==> src/rtl/seven_seg_mux_ctrl.sv <==
// Multiplexed common-anode seven-segment controller: prescaled digit scan,
// PWM brightness, per-digit blink and a guaranteed dark sub-step between digits.
module seven_seg_mux_ctrl #(
  parameter int DIGITS         = 4,
  parameter int PRESCALE_WIDTH = 16,
  parameter int BRIGHT_WIDTH   = 4,
  parameter int BLINK_FRAMES   = 32
) (
  input  logic                    clk,
  input  logic                    reset,
  input  logic [4*DIGITS-1:0]     digits,
  input  logic [DIGITS-1:0]       decimal_points,
  input  logic [DIGITS-1:0]       enables,
  input  logic [DIGITS-1:0]       blink,
  input  logic [BRIGHT_WIDTH-1:0] brightness,
  output logic [7:0]              segments,
  output logic [DIGITS-1:0]       anodes,
  output logic                    frame_tick
);

  localparam int IDX_W = (DIGITS > 1) ? $clog2(DIGITS) : 1;
  localparam int BLK_W = (BLINK_FRAMES > 1) ? $clog2(BLINK_FRAMES) : 1;
  localparam logic [IDX_W-1:0] LAST_IDX = IDX_W'(DIGITS - 1);
  localparam logic [BLK_W-1:0] LAST_BLK = BLK_W'(BLINK_FRAMES - 1);

  logic [PRESCALE_WIDTH-1:0] prescaler;
  logic [BRIGHT_WIDTH-1:0]   pwm_cnt;
  logic [IDX_W-1:0]          index;
  logic [BLK_W-1:0]          blink_cnt;
  logic                      blink_phase;
  logic                      frame_start_p0;

  logic                      pre_wrap, pwm_wrap, idx_wrap, blk_wrap;
  logic                      lit;
  logic [3:0]                cur_digit;
  logic [DIGITS-1:0]         sel;

  // Active-low gfedcba pattern for one hex nibble.
  function automatic logic [6:0] hex_decode(input logic [3:0] v);
    case (v)
      4'h0:    hex_decode = 7'h40;
      4'h1:    hex_decode = 7'h79;
      4'h2:    hex_decode = 7'h24;
      4'h3:    hex_decode = 7'h30;
      4'h4:    hex_decode = 7'h19;
      4'h5:    hex_decode = 7'h12;
      4'h6:    hex_decode = 7'h02;
      4'h7:    hex_decode = 7'h78;
      4'h8:    hex_decode = 7'h00;
      4'h9:    hex_decode = 7'h10;
      4'hA:    hex_decode = 7'h08;
      4'hB:    hex_decode = 7'h03;
      4'hC:    hex_decode = 7'h46;
      4'hD:    hex_decode = 7'h21;
      4'hE:    hex_decode = 7'h06;
      default: hex_decode = 7'h0E;
    endcase
  endfunction

  // All wrap conditions chain off one another so a full rollover resolves in a single cycle.
  always_comb begin
    pre_wrap = &prescaler;
    pwm_wrap = pre_wrap && (&pwm_cnt);
    idx_wrap = pwm_wrap && (index == LAST_IDX);
    blk_wrap = idx_wrap && (blink_cnt == LAST_BLK);
  end

  always_ff @(posedge clk or posedge reset) begin
    if (reset) begin
      prescaler   <= '0;
      pwm_cnt     <= '0;
      index       <= '0;
      blink_cnt   <= '0;
      blink_phase <= 1'b0;
    end else begin
      prescaler <= prescaler + PRESCALE_WIDTH'(1);
      if (pre_wrap) pwm_cnt <= pwm_cnt + BRIGHT_WIDTH'(1);
      if (pwm_wrap) index <= idx_wrap ? '0 : index + IDX_W'(1);
      if (idx_wrap) blink_cnt <= blk_wrap ? '0 : blink_cnt + BLK_W'(1);
      if (blk_wrap) blink_phase <= ~blink_phase;
    end
  end

  // Max brightness is one short of the slot length, so the final sub-step is always dark.
  always_comb begin
    cur_digit = digits[{index, 2'b00} +: 4];
    sel       = DIGITS'(1) << index;
    lit       = enables[index] && (pwm_cnt < brightness) && !(blink[index] && blink_phase);
  end

  // Output register stage; frame_start_p0 delays the wrap so the tick lines up with index 0 on the pins.
  always_ff @(posedge clk or posedge reset) begin
    if (reset) begin
      segments       <= 8'hFF;
      anodes         <= '1;
      frame_start_p0 <= 1'b0;
      frame_tick     <= 1'b0;
    end else begin
      segments       <= lit ? {~decimal_points[index], hex_decode(cur_digit)} : 8'hFF;
      anodes         <= lit ? ~sel : '1;
      frame_start_p0 <= idx_wrap;
      frame_tick     <= frame_start_p0;
    end
  end

endmodule
==> config.mk <==
export PLATFORM = sky130hd
export DESIGN_NAME = seven_seg_mux_ctrl
export DESIGN_NICKNAME = d
export VERILOG_FILES = /design/src/rtl/seven_seg_mux_ctrl.sv
export SDC_FILE = /design/constraint.sdc
export NUM_CORES = 1
export LEC_CHECK = 0
export CAP_MARGIN = 5
export CORE_ASPECT_RATIO = 1.25
export CORE_MARGIN = 2
export CORE_UTILIZATION = 51
export DETAILED_ROUTE_END_ITERATION = 7
export GPL_TIMING_DRIVEN = 0
export PLACE_DENSITY = 0.81
export SYNTH_ARGS = -nofsm -noshare
export SYNTH_HDL_FRONTEND = slang
export SYNTH_SLANG_ARGS = --single-unit
==> constraint.sdc <==
create_clock -name clk -period 2.6 [get_ports clk]
set_clock_uncertainty 0.2 [all_clocks]
set_input_delay 0.39 -clock clk [delete_from_list [all_inputs] [get_ports clk]]
set_output_delay 0.39 -clock clk [all_outputs]
set_load 0.01 [all_outputs]
==> impl_metrics.env, run 1 <==
export IMPL_yosys_most_used_dff="dfrtp_1"
export IMPL_syn_inst=200
export IMPL_area_growth_pct=27.6
export IMPL_yosys_warnings=0
export IMPL_cts_buffer_depth=2
export IMPL_reg2reg_slack_ns=0.24
export IMPL_initial_core_util_pct=52.8
export IMPL_synth_nets=251
export IMPL_stdcell_area_mm2=0.00296
export IMPL_p_leak_nw=1.36
export IMPL_wl_per_cell_um=13.2
export IMPL_crit_end="segments[0]"
export IMPL_ant_nets=0
export IMPL_num_io_pins=47
export IMPL_htreeDepth=2
export IMPL_status="finished clean"
export IMPL_ys_async_sr_fraction_pct=100
export IMPL_clk_pin_slew_ns=0.08
export IMPL_numPortBuffers=46
export IMPL_finalMaxSlewViolations=0
export IMPL_cts_hold_buf=0
export IMPL_muxShareOfSynthArea_pct=11.9
export IMPL_drv_cap=0
export IMPL_synth_avg_cell_area_um2=11.6
export IMPL_yosysMostFrequentCell="dfrtp_1"
export IMPL_relSlewSlack_pct=44.6
export IMPL_grt_total_usage_pct=18.9
export IMPL_synth_common_cells="30 x dfrtp_1, 24 x nand2_1, 17 x ha_1"
export IMPL_required_ns=2.64
export IMPL_fmax_ghz=0.424
export IMPL_cts_made_buffers=5
export IMPL_powerDensity_mw_per_mm2=449
export IMPL_synth_compound_area_share_pct=6.91
export IMPL_numClockSinks=42
export IMPL_rsz0062_at_grt="no"
export IMPL_cp_max_fo=10
export IMPL_synth_top_area_share_pct=32.4
export IMPL_hp_class="reg2reg"
export IMPL_synthAdderAreaFrac_pct=9.18
export IMPL_fin_nets=304
export IMPL_worstMarginPinSlew_ns=0.830
export IMPL_synth_top_family_by_area="simple AND/OR/NAND/NOR gates"
export IMPL_drtIter0Drc=79
export IMPL_via_per_inst=5.39
export IMPL_grt_first_pass_wirelength_um=7550
export IMPL_die_area_mm2=0.00510
export IMPL_drive_gt1_share_pct=17.7
export IMPL_ir_drop_mv=0.242
export IMPL_crit_type="reg2reg"
export IMPL_grt_overflow=0
export IMPL_cts_resized=0
export IMPL_r2r_end="segments[0]"
export IMPL_report_final_setup_viol=0
export IMPL_min_period_over_period_pct=90.8
export IMPL_dp_hpwl_um=3260
export IMPL_worstPathArrival_ns=2.40
export IMPL_netlist_area_mm2=0.00232
export IMPL_tns_ns=0
export IMPL_root_buffer="clkbuf_8"
export IMPL_synth_cell_types=38
export IMPL_synth_xor_xnor_area_share_pct=6.80
export IMPL_wirelength_um=4120
export IMPL_insertion_delay_ns=0.29
export IMPL_yosys_area_share_simple_pct=15.8
export IMPL_grt_max_degree=43
export IMPL_worst_setup_path_end_kind="flop"
export IMPL_critPathLaunchType="flop"
export IMPL_grt_pass1_vias=1767
export IMPL_gp_congestion=0.863
export IMPL_post_cts_buffers=0
export IMPL_placed_area_mm2=0.00285
export IMPL_rr_worst_depth=8
export IMPL_drc=0
export IMPL_rows=27
export IMPL_antenna_found_initial=0
export IMPL_yosys_area_top_type="dfrtp_1"
export IMPL_ys_seq_elements=42
export IMPL_antenna_cells=0
export IMPL_crit_start="index[0]"
export IMPL_cts_tree="yes"
export IMPL_fp_dieW_um=64.3
export IMPL_synth_edf_count=0
export IMPL_min_period_ns=2.36
export IMPL_core_mm2=0.00439
export IMPL_die_h_um=79.4
export IMPL_drt_first_pass_iters=4
export IMPL_finalHoldViolCount=0
export IMPL_dr_total_vias=1681
export IMPL_synth_area_leaders="dfrtp_1 32%, dfstp_2 14%, ha_1 9.2%"
export IMPL_r2r_start="index[0]"
export IMPL_yosysSeqAreaShare_pct=46.0
==> layout by cell type, fill, tap and decap left out, types with 5 or more instances in the layout <==
cell / netlist / routed
clkdlybuf4s50_1: 0 / 46
nand2_1: 24 / 24
clkbuf_8: 0 / 5
xnor2_1: 12 / 12
mux4_2: 6 / 6
mux2_2: 8 / 8
nand4_1: 6 / 6
dfrtp_1: 30 / 30
mux2i_1: 5 / 5
inv_1: 12 / 11
dfstp_2: 12 / 12
nand3_1: 11 / 11
nor2_1: 6 / 6
xor2_1: 6 / 6
ha_1: 17 / 17
==> through the flow <==
stage	cells	hold WS (ns)	worst slack, ns	util (%)	total power [mW]
global route	312	0.187	0.106	67.3	1.38
floorplan	200	0.131	0.480	-	0.756
finish	312	0.164	0.239	67.3	1.33
global placement	304	0.133	0.0851	64.9	0.838
detailed placement	304	0.146	0.0723	64.9	0.841
CTS	312	0.173	0.263	67.3	1.34
==> worst min path at each step <==
stage          slack, ns      startpoint          to  cells after the start
2_1_floorplan       0.13  frame_start_p0  frame_tick                      0
3_3_place_gp        0.13  frame_start_p0  frame_tick                      0
3_5_place_dp        0.15  frame_start_p0  frame_tick                      0
5_1_grt             0.19  frame_start_p0  frame_tick                      0
4_1_cts             0.17  frame_start_p0  frame_tick                      0
6_report            0.16  frame_start_p0  frame_tick                      0
==> worst max-delay path: stages (launching register included) <==
cell	delay (ns)
dfrtp_1	0.40
buf_6	0.19
mux4_2	0.58
inv_1	0.16
ha_1	0.31
mux2i_1	0.12
a21oi_1	0.18
o22ai_1	0.11
nand2_1	0.07
==> state kept, by name, indices dropped and copies added, names as in the netlist <==
register        count
anodes              4
blink_cnt           5
blink_phase         1
frame_start_p0      1
frame_tick          1
index               2
prescaler          16
pwm_cnt             4
segments            8
==> power by group <==
part / total, mW / switching (mW) / internal, mW
Clock: 0.500 / 0.212 / 0.287
Combinational: 0.153 / 0.0633 / 0.0902
Sequential: 0.674 / 0.00282 / 0.672
Total: 1.33 / 0.278 / 1.05
==> area by class of cell <==
cell class	count	area, um2
inverters	12	45.0
clock buffers	7	76.3
plain buffers	5	33.8
fillers	343	1440
well taps	58	72.6
clock inverters	1	30.0
repair buffers	46	460
flip-flops and latches	42	1070
multi-input cells	141	1170
==> per-layer routing <==
layer | up-vias | track usage (%) | part of all wire, %
li1 | 813 | - | -
met1 | 813 | 22.7 | 43
met2 | 48 | 32.6 | 51
met3 | 7 | 3.82 | 4.1
met4 | 0 | 8.51 | 1.9
met5 | - | 0 | 0
==> cells by family (layout without fill, tap and decap cells) <==
kind of cell             Yosys count  after routing
AO/OA/AOI/OAI                     21             21
adder cells (fa/ha/maj)           17             17
multiplexers                      19             19
XOR/XNOR                          18             18
AND/OR/NAND/NOR                   66             66
flip-flops                        42             42
buffers and inverters             17             71
No activity file was read; power rests on OpenSTA's default activity.
==> run 2, diff against run 1 <==
--- a/config.mk
+++ b/config.mk
@@ -7,7 +7,7 @@
 export LEC_CHECK = 0
 export CAP_MARGIN = 5
 export CORE_ASPECT_RATIO = 1.25
-export CORE_MARGIN = 2
+export CORE_MARGIN = 3
 export CORE_UTILIZATION = 51
 export DETAILED_ROUTE_END_ITERATION = 7
 export GPL_TIMING_DRIVEN = 0
==> run 2 against run 1 <==
Net effect: combinational power about the same; utilization up 2.1 points; flip-flop and latch count unchanged; final cell count down 0.64%; count of clock-buffer cells in the layout down 1; register-to-register slack better by 0.03 ns; die area up 5.7%; routed wire length about the same; global-route usage down 1.8 points; final area down 0.76%; critical endpoint unchanged.
==> impl_metrics.env, run 2 (same netlist as run 1, synthesis figures left out) <==
export IMPL_num_io_pins=47
export IMPL_p_leak_nw=1.35
export IMPL_slowest_stage="mux4_2"
export IMPL_largest_reg_flops=16
export IMPL_post_cts_buffers=0
export IMPL_critical_path_top_delay_family="multiplexers"
export IMPL_reg2reg_slack_ns=0.27
export IMPL_drt_first_pass_iters=4
export IMPL_largest_register="prescaler"
export IMPL_numPortBuffers=46
export IMPL_drv_cap=0
export IMPL_drive_gt1_share_pct=18.1
export IMPL_antenna_cells=0
export IMPL_core_mm2=0.00423
export IMPL_final_common_cell="clkdlybuf4s50_1"
export IMPL_min_period_ns=2.33
export IMPL_cts_tree="yes"
export IMPL_status="finished clean"
export IMPL_powerDensity_mw_per_mm2=421
export IMPL_cts_resized=0
export IMPL_finalHoldViolCount=0
export IMPL_dr_total_vias=1680
export IMPL_finalMaxSlewViolations=0
export IMPL_ant_nets=0
export IMPL_rsz0062_at_grt="no"
export IMPL_grt_overflow=0
export IMPL_cts_made_buffers=5
export IMPL_stdcell_area_mm2=0.00293
export IMPL_grt_total_usage_pct=17.1
export IMPL_largestRegisters="prescaler: 16 flops, segments: 8 flops, blink_cnt: 5 flops"
export IMPL_wl_per_cell_um=13.3
export IMPL_wirelength_um=4120
export IMPL_grt_first_pass_wirelength_um=7100
export IMPL_required_ns=2.64
export IMPL_initial_core_util_pct=54.8
export IMPL_worst_setup_path_end_kind="flop"
export IMPL_worstMarginPinSlew_ns=0.820
export IMPL_min_period_over_period_pct=89.8
export IMPL_dp_hpwl_um=3190
export IMPL_htreeDepth=2
export IMPL_crit_type="reg2reg"
export IMPL_die_h_um=81.4
export IMPL_cpPeakStageDelay_ns=0.57
export IMPL_fin_nets=304
export IMPL_via_per_inst=5.42
export IMPL_drc=0
export IMPL_final_cell_mix="46 x clkdlybuf4s50_1, 30 x dfrtp_1, 24 x nand2_1"
export IMPL_ir_drop_mv=0.183
export IMPL_placed_area_mm2=0.00285
export IMPL_root_buffer="clkbuf_8"
export IMPL_critPathLaunchType="flop"
export IMPL_area_growth_pct=26.6
export IMPL_die_area_mm2=0.00539
export IMPL_drtIter0Drc=68
export IMPL_cts_hold_buf=0
export IMPL_antenna_found_initial=0
export IMPL_grt_pass1_vias=1633
export IMPL_tns_ns=0
export IMPL_relSlewSlack_pct=45.2
export IMPL_hp_class="reg2reg"
export IMPL_clk_pin_slew_ns=0.08
export IMPL_report_final_setup_viol=0
export IMPL_gp_congestion=0.846
export IMPL_path_cells="buf_6 -> mux4_2 -> inv_1 -> ha_1 -> mux2i_1 -> a21oi_1 -> o22ai_1 -> nand2_1"
export IMPL_fp_dieW_um=66.3
export IMPL_worstPathArrival_ns=2.37
export IMPL_rows=26
export IMPL_fmax_ghz=0.428
export IMPL_insertion_delay_ns=0.29
export IMPL_critPathBufInv=2
export IMPL_total_power_mw=1.23
export IMPL_cts_buffer_depth=2
export IMPL_numClockSinks=42
export IMPL_grt_max_degree=43
export IMPL_nFillCells=320
export IMPL_cp_max_fo=10
## run 2: changes by cell type in the layout (fill, tap and decap cells not counted)
cell / previous run / this run
bufinv_16: 1 / 0
clkbuf_1: 2 / 1
clkinv_2: 0 / 1
clkinv_4: 0 / 1
## run 2: worst paths after layout
check	from	depth (start not counted)	end
worst max-delay path	index[0]	8	segments[0]
min in group asynchronous	reset	2	blink_cnt[4]
worst max register to register	index[0]	8	segments[0]
worst min-delay path	frame_start_p0	0	frame_tick
worst min register to register	frame_start_p0	0	frame_tick
max in group asynchronous	reset	2	frame_start_p0
## run 2: routing by layer
metal	track usage [%]	wire, um	vias to the layer above
met5	0	0	-
met4	5.49	32	0
met3	4.15	225	4
met2	29.9	2110	57
met1	20.4	1760	807
li1	-	-	812
## run 2: final cells by class
type                            instances  area, um2  area share, %
Buffer                                  5       33.8           1.15
Tap cell                               56       70.1           2.39
Clock inverter                          2       13.8          0.469
Timing Repair Buffer                   46        460           15.7
Clock buffer                            6       72.6           2.47
Sequential cell                        42       1070           36.3
Inverter                               12       45.0           1.54
Multi-Input combinational cell        141       1170           40.0
## run 2: stage by stage
stage / hold slack (ns) / instances / util (%) / worst slack (ns)
6_report: 0.149 / 310 / 69.4 / 0.266
5_1_grt: 0.156 / 310 / 69.4 / 0.121
4_1_cts: 0.151 / 310 / 69.4 / 0.254
3_5_place_dp: 0.145 / 302 / 67.3 / 0.0772
3_3_place_gp: 0.134 / 302 / 67.3 / 0.108
2_1_floorplan: 0.131 / 200 / - / 0.480
## run 2: where the power goes
part	switching [mW]	leakage, nW	internal, mW
clock network	0.218	0.0452	0.189
logic	0.0629	0.772	0.0901
registers	0.00270	0.531	0.672
total	0.284	1.35	0.951
==> run 3, diff against run 2 <==
--- a/config.mk
+++ b/config.mk
@@ -7,7 +7,7 @@
 export LEC_CHECK = 0
 export CAP_MARGIN = 5
 export CORE_ASPECT_RATIO = 1.25
-export CORE_MARGIN = 3
+export CORE_MARGIN = 4
 export CORE_UTILIZATION = 51
 export DETAILED_ROUTE_END_ITERATION = 7
 export GPL_TIMING_DRIVEN = 0
==> run 3 against run 2 <==
Net effect: routed wire length grew 3.8%; sequential power is essentially flat; first-iteration DRC count grew 7.4%; flip-flop and latch count is the same; register-to-register slack is essentially flat; die area grew 5.5%; combinational power is essentially flat; fmax grew 0.60%; non-clock buffer count is the same; worst hold slack gained 0.0031 ns; utilization shrank 2.1 points; count of clock-buffer cells in the layout grew 1.
==> impl_metrics.env, run 3 (same netlist as run 1, synthesis figures left out) <==
export IMPL_status="finished clean"
export IMPL_cts_made_buffers=5
export IMPL_multi_input_area_mm2=0.00117
export IMPL_finalMaxSlewViolations=0
export IMPL_largestRegisters="prescaler: 16 flops, segments: 8 flops, blink_cnt: 5 flops"
export IMPL_worst_setup_path_end_kind="flop"
export IMPL_ant_nets=0
export IMPL_grt_first_pass_wirelength_um=7310
export IMPL_core_mm2=0.00439
export IMPL_wirelength_um=4280
export IMPL_final_common_cell="clkdlybuf4s50_1"
export IMPL_cts_resized=0
export IMPL_cp_max_fo=10
export IMPL_via_per_inst=5.41
export IMPL_largest_register="prescaler"
export IMPL_drc=0
export IMPL_grt_total_usage_pct=16.8
export IMPL_root_buffer="clkbuf_8"
export IMPL_grt_pass1_vias=1654
export IMPL_min_period_ns=2.32
export IMPL_p_clk_share_pct=37.9
export IMPL_cts_buffer_depth=2
export IMPL_p_comb_share_pct=11.5
export IMPL_tns_ns=0
export IMPL_worstMarginPinSlew_ns=0.858
export IMPL_numClockSinks=42
export IMPL_initial_core_util_pct=52.8
export IMPL_hold_path_depth=0
export IMPL_drtIter0Drc=73
export IMPL_dr_total_vias=1688
export IMPL_area_growth_pct=27.6
export IMPL_largest_reg_flops=16
export IMPL_p_seq_share_pct=50.6
export IMPL_die_area_mm2=0.00569
export IMPL_fmax_ghz=0.431
export IMPL_drv_cap=0
export IMPL_antenna_cells=0
export IMPL_final_cell_mix="46 x clkdlybuf4s50_1, 30 x dfrtp_1, 24 x nand2_1"
export IMPL_finalHoldViolCount=0
export IMPL_drive_gt1_share_pct=17.7
export IMPL_required_ns=2.64
export IMPL_htreeDepth=2
export IMPL_cts_hold_buf=0
export IMPL_clk_pin_slew_ns=0.08
export IMPL_nFillCells=333
export IMPL_post_cts_buffers=0
export IMPL_report_final_setup_viol=0
export IMPL_regArea_mm2=0.00107
export IMPL_switching_power_mw=0.284
export IMPL_cts_tree="yes"
export IMPL_wl_per_cell_um=13.7
export IMPL_grt_max_degree=43
export IMPL_worstPathArrival_ns=2.36
export IMPL_fin_nets=304
export IMPL_dp_hpwl_um=3250
export IMPL_drt_first_pass_iters=4
export IMPL_die_h_um=83.4
export IMPL_gp_congestion=0.813
export IMPL_fin_util_pct=67.3
export IMPL_num_io_pins=47
export IMPL_p_leak_nw=1.36
export IMPL_relSlewSlack_pct=42.7
export IMPL_rr_worst_depth=8
export IMPL_rsz0062_at_grt="no"
export IMPL_ir_drop_mv=0.221
export IMPL_p_sw_share_pct=21.3
export IMPL_critPathLaunchType="flop"
export IMPL_internal_power_mw=1.05
export IMPL_powerDensity_mw_per_mm2=451
export IMPL_grt_overflow=0
export IMPL_hp_class="reg2reg"
export IMPL_numPortBuffers=46
export IMPL_antenna_found_initial=0
export IMPL_fp_dieW_um=68.3
export IMPL_min_period_over_period_pct=89.3
export IMPL_crit_type="reg2reg"
export IMPL_insertion_delay_ns=0.30
export IMPL_rows=27
run 3: changes by cell type in the layout (fill, tap and decap cells not counted):
cell,previous run,this run
clkinv_2,1,0
bufinv_16,0,1
clkbuf_1,1,2
clkinv_4,1,0
run 3: metal layers:
metal	wire length, um	track usage [%]	vias up
met5	0	0	-
met4	80	6.51	0
met3	250	3.92	6
met2	2110	27.3	58
met1	1840	21.0	810
li1	-	-	814
run 3: worst max-delay path, cell delays in order, from the launching register on:
cell and delay, ns:
dfrtp_1 0.40, buf_6 0.18, mux4_2 0.58, inv_1 0.16
ha_1 0.30, mux2i_1 0.11, a21oi_1 0.15, o22ai_1 0.11
nand2_1 0.07
run 3: worst paths after layout:
check | from | end | slack (ns)
setup / recovery | index[0] | segments[0] | 0.28
hold / removal | frame_start_p0 | frame_tick | 0.15
setup reg to reg | index[0] | segments[0] | 0.28
hold reg to reg | frame_start_p0 | frame_tick | 0.15
max in group asynchronous | reset | prescaler[8] | 1.26
min in group asynchronous | reset | prescaler[9] | 0.40
run 3: power groups by stage:
stage	Sequential [mW]	Combinational, mW	Clock (mW)
floorplan	0.693	0.0629	0
global placement	0.686	0.152	0
detailed placement	0.687	0.155	0
CTS	0.674	0.155	0.513
global route	0.675	0.168	0.540
finish	0.674	0.154	0.505
run 3: metrics by stage:
stage	power, mW	instances	hold slack [ns]	cell area, um2	worst slack, ns
after floorplan	0.756	200	0.131	2320	0.480
after global placement	0.838	304	0.133	2850	0.116
after detailed placement	0.841	304	0.136	2850	0.0985
after CTS	1.34	312	0.154	2960	0.277
after global routing	1.38	312	0.161	2960	0.130
final	1.33	312	0.152	2960	0.279
run 3: layout make-up:
cell class	instances	area share, %
clock buffer	7	2.58
timing repair buffer	46	15.6
buffer	5	1.14
inverter	12	1.52
sequential	42	36.1
clock inverter	1	1.02
multi-input combinational	141	39.7
tap	58	2.45
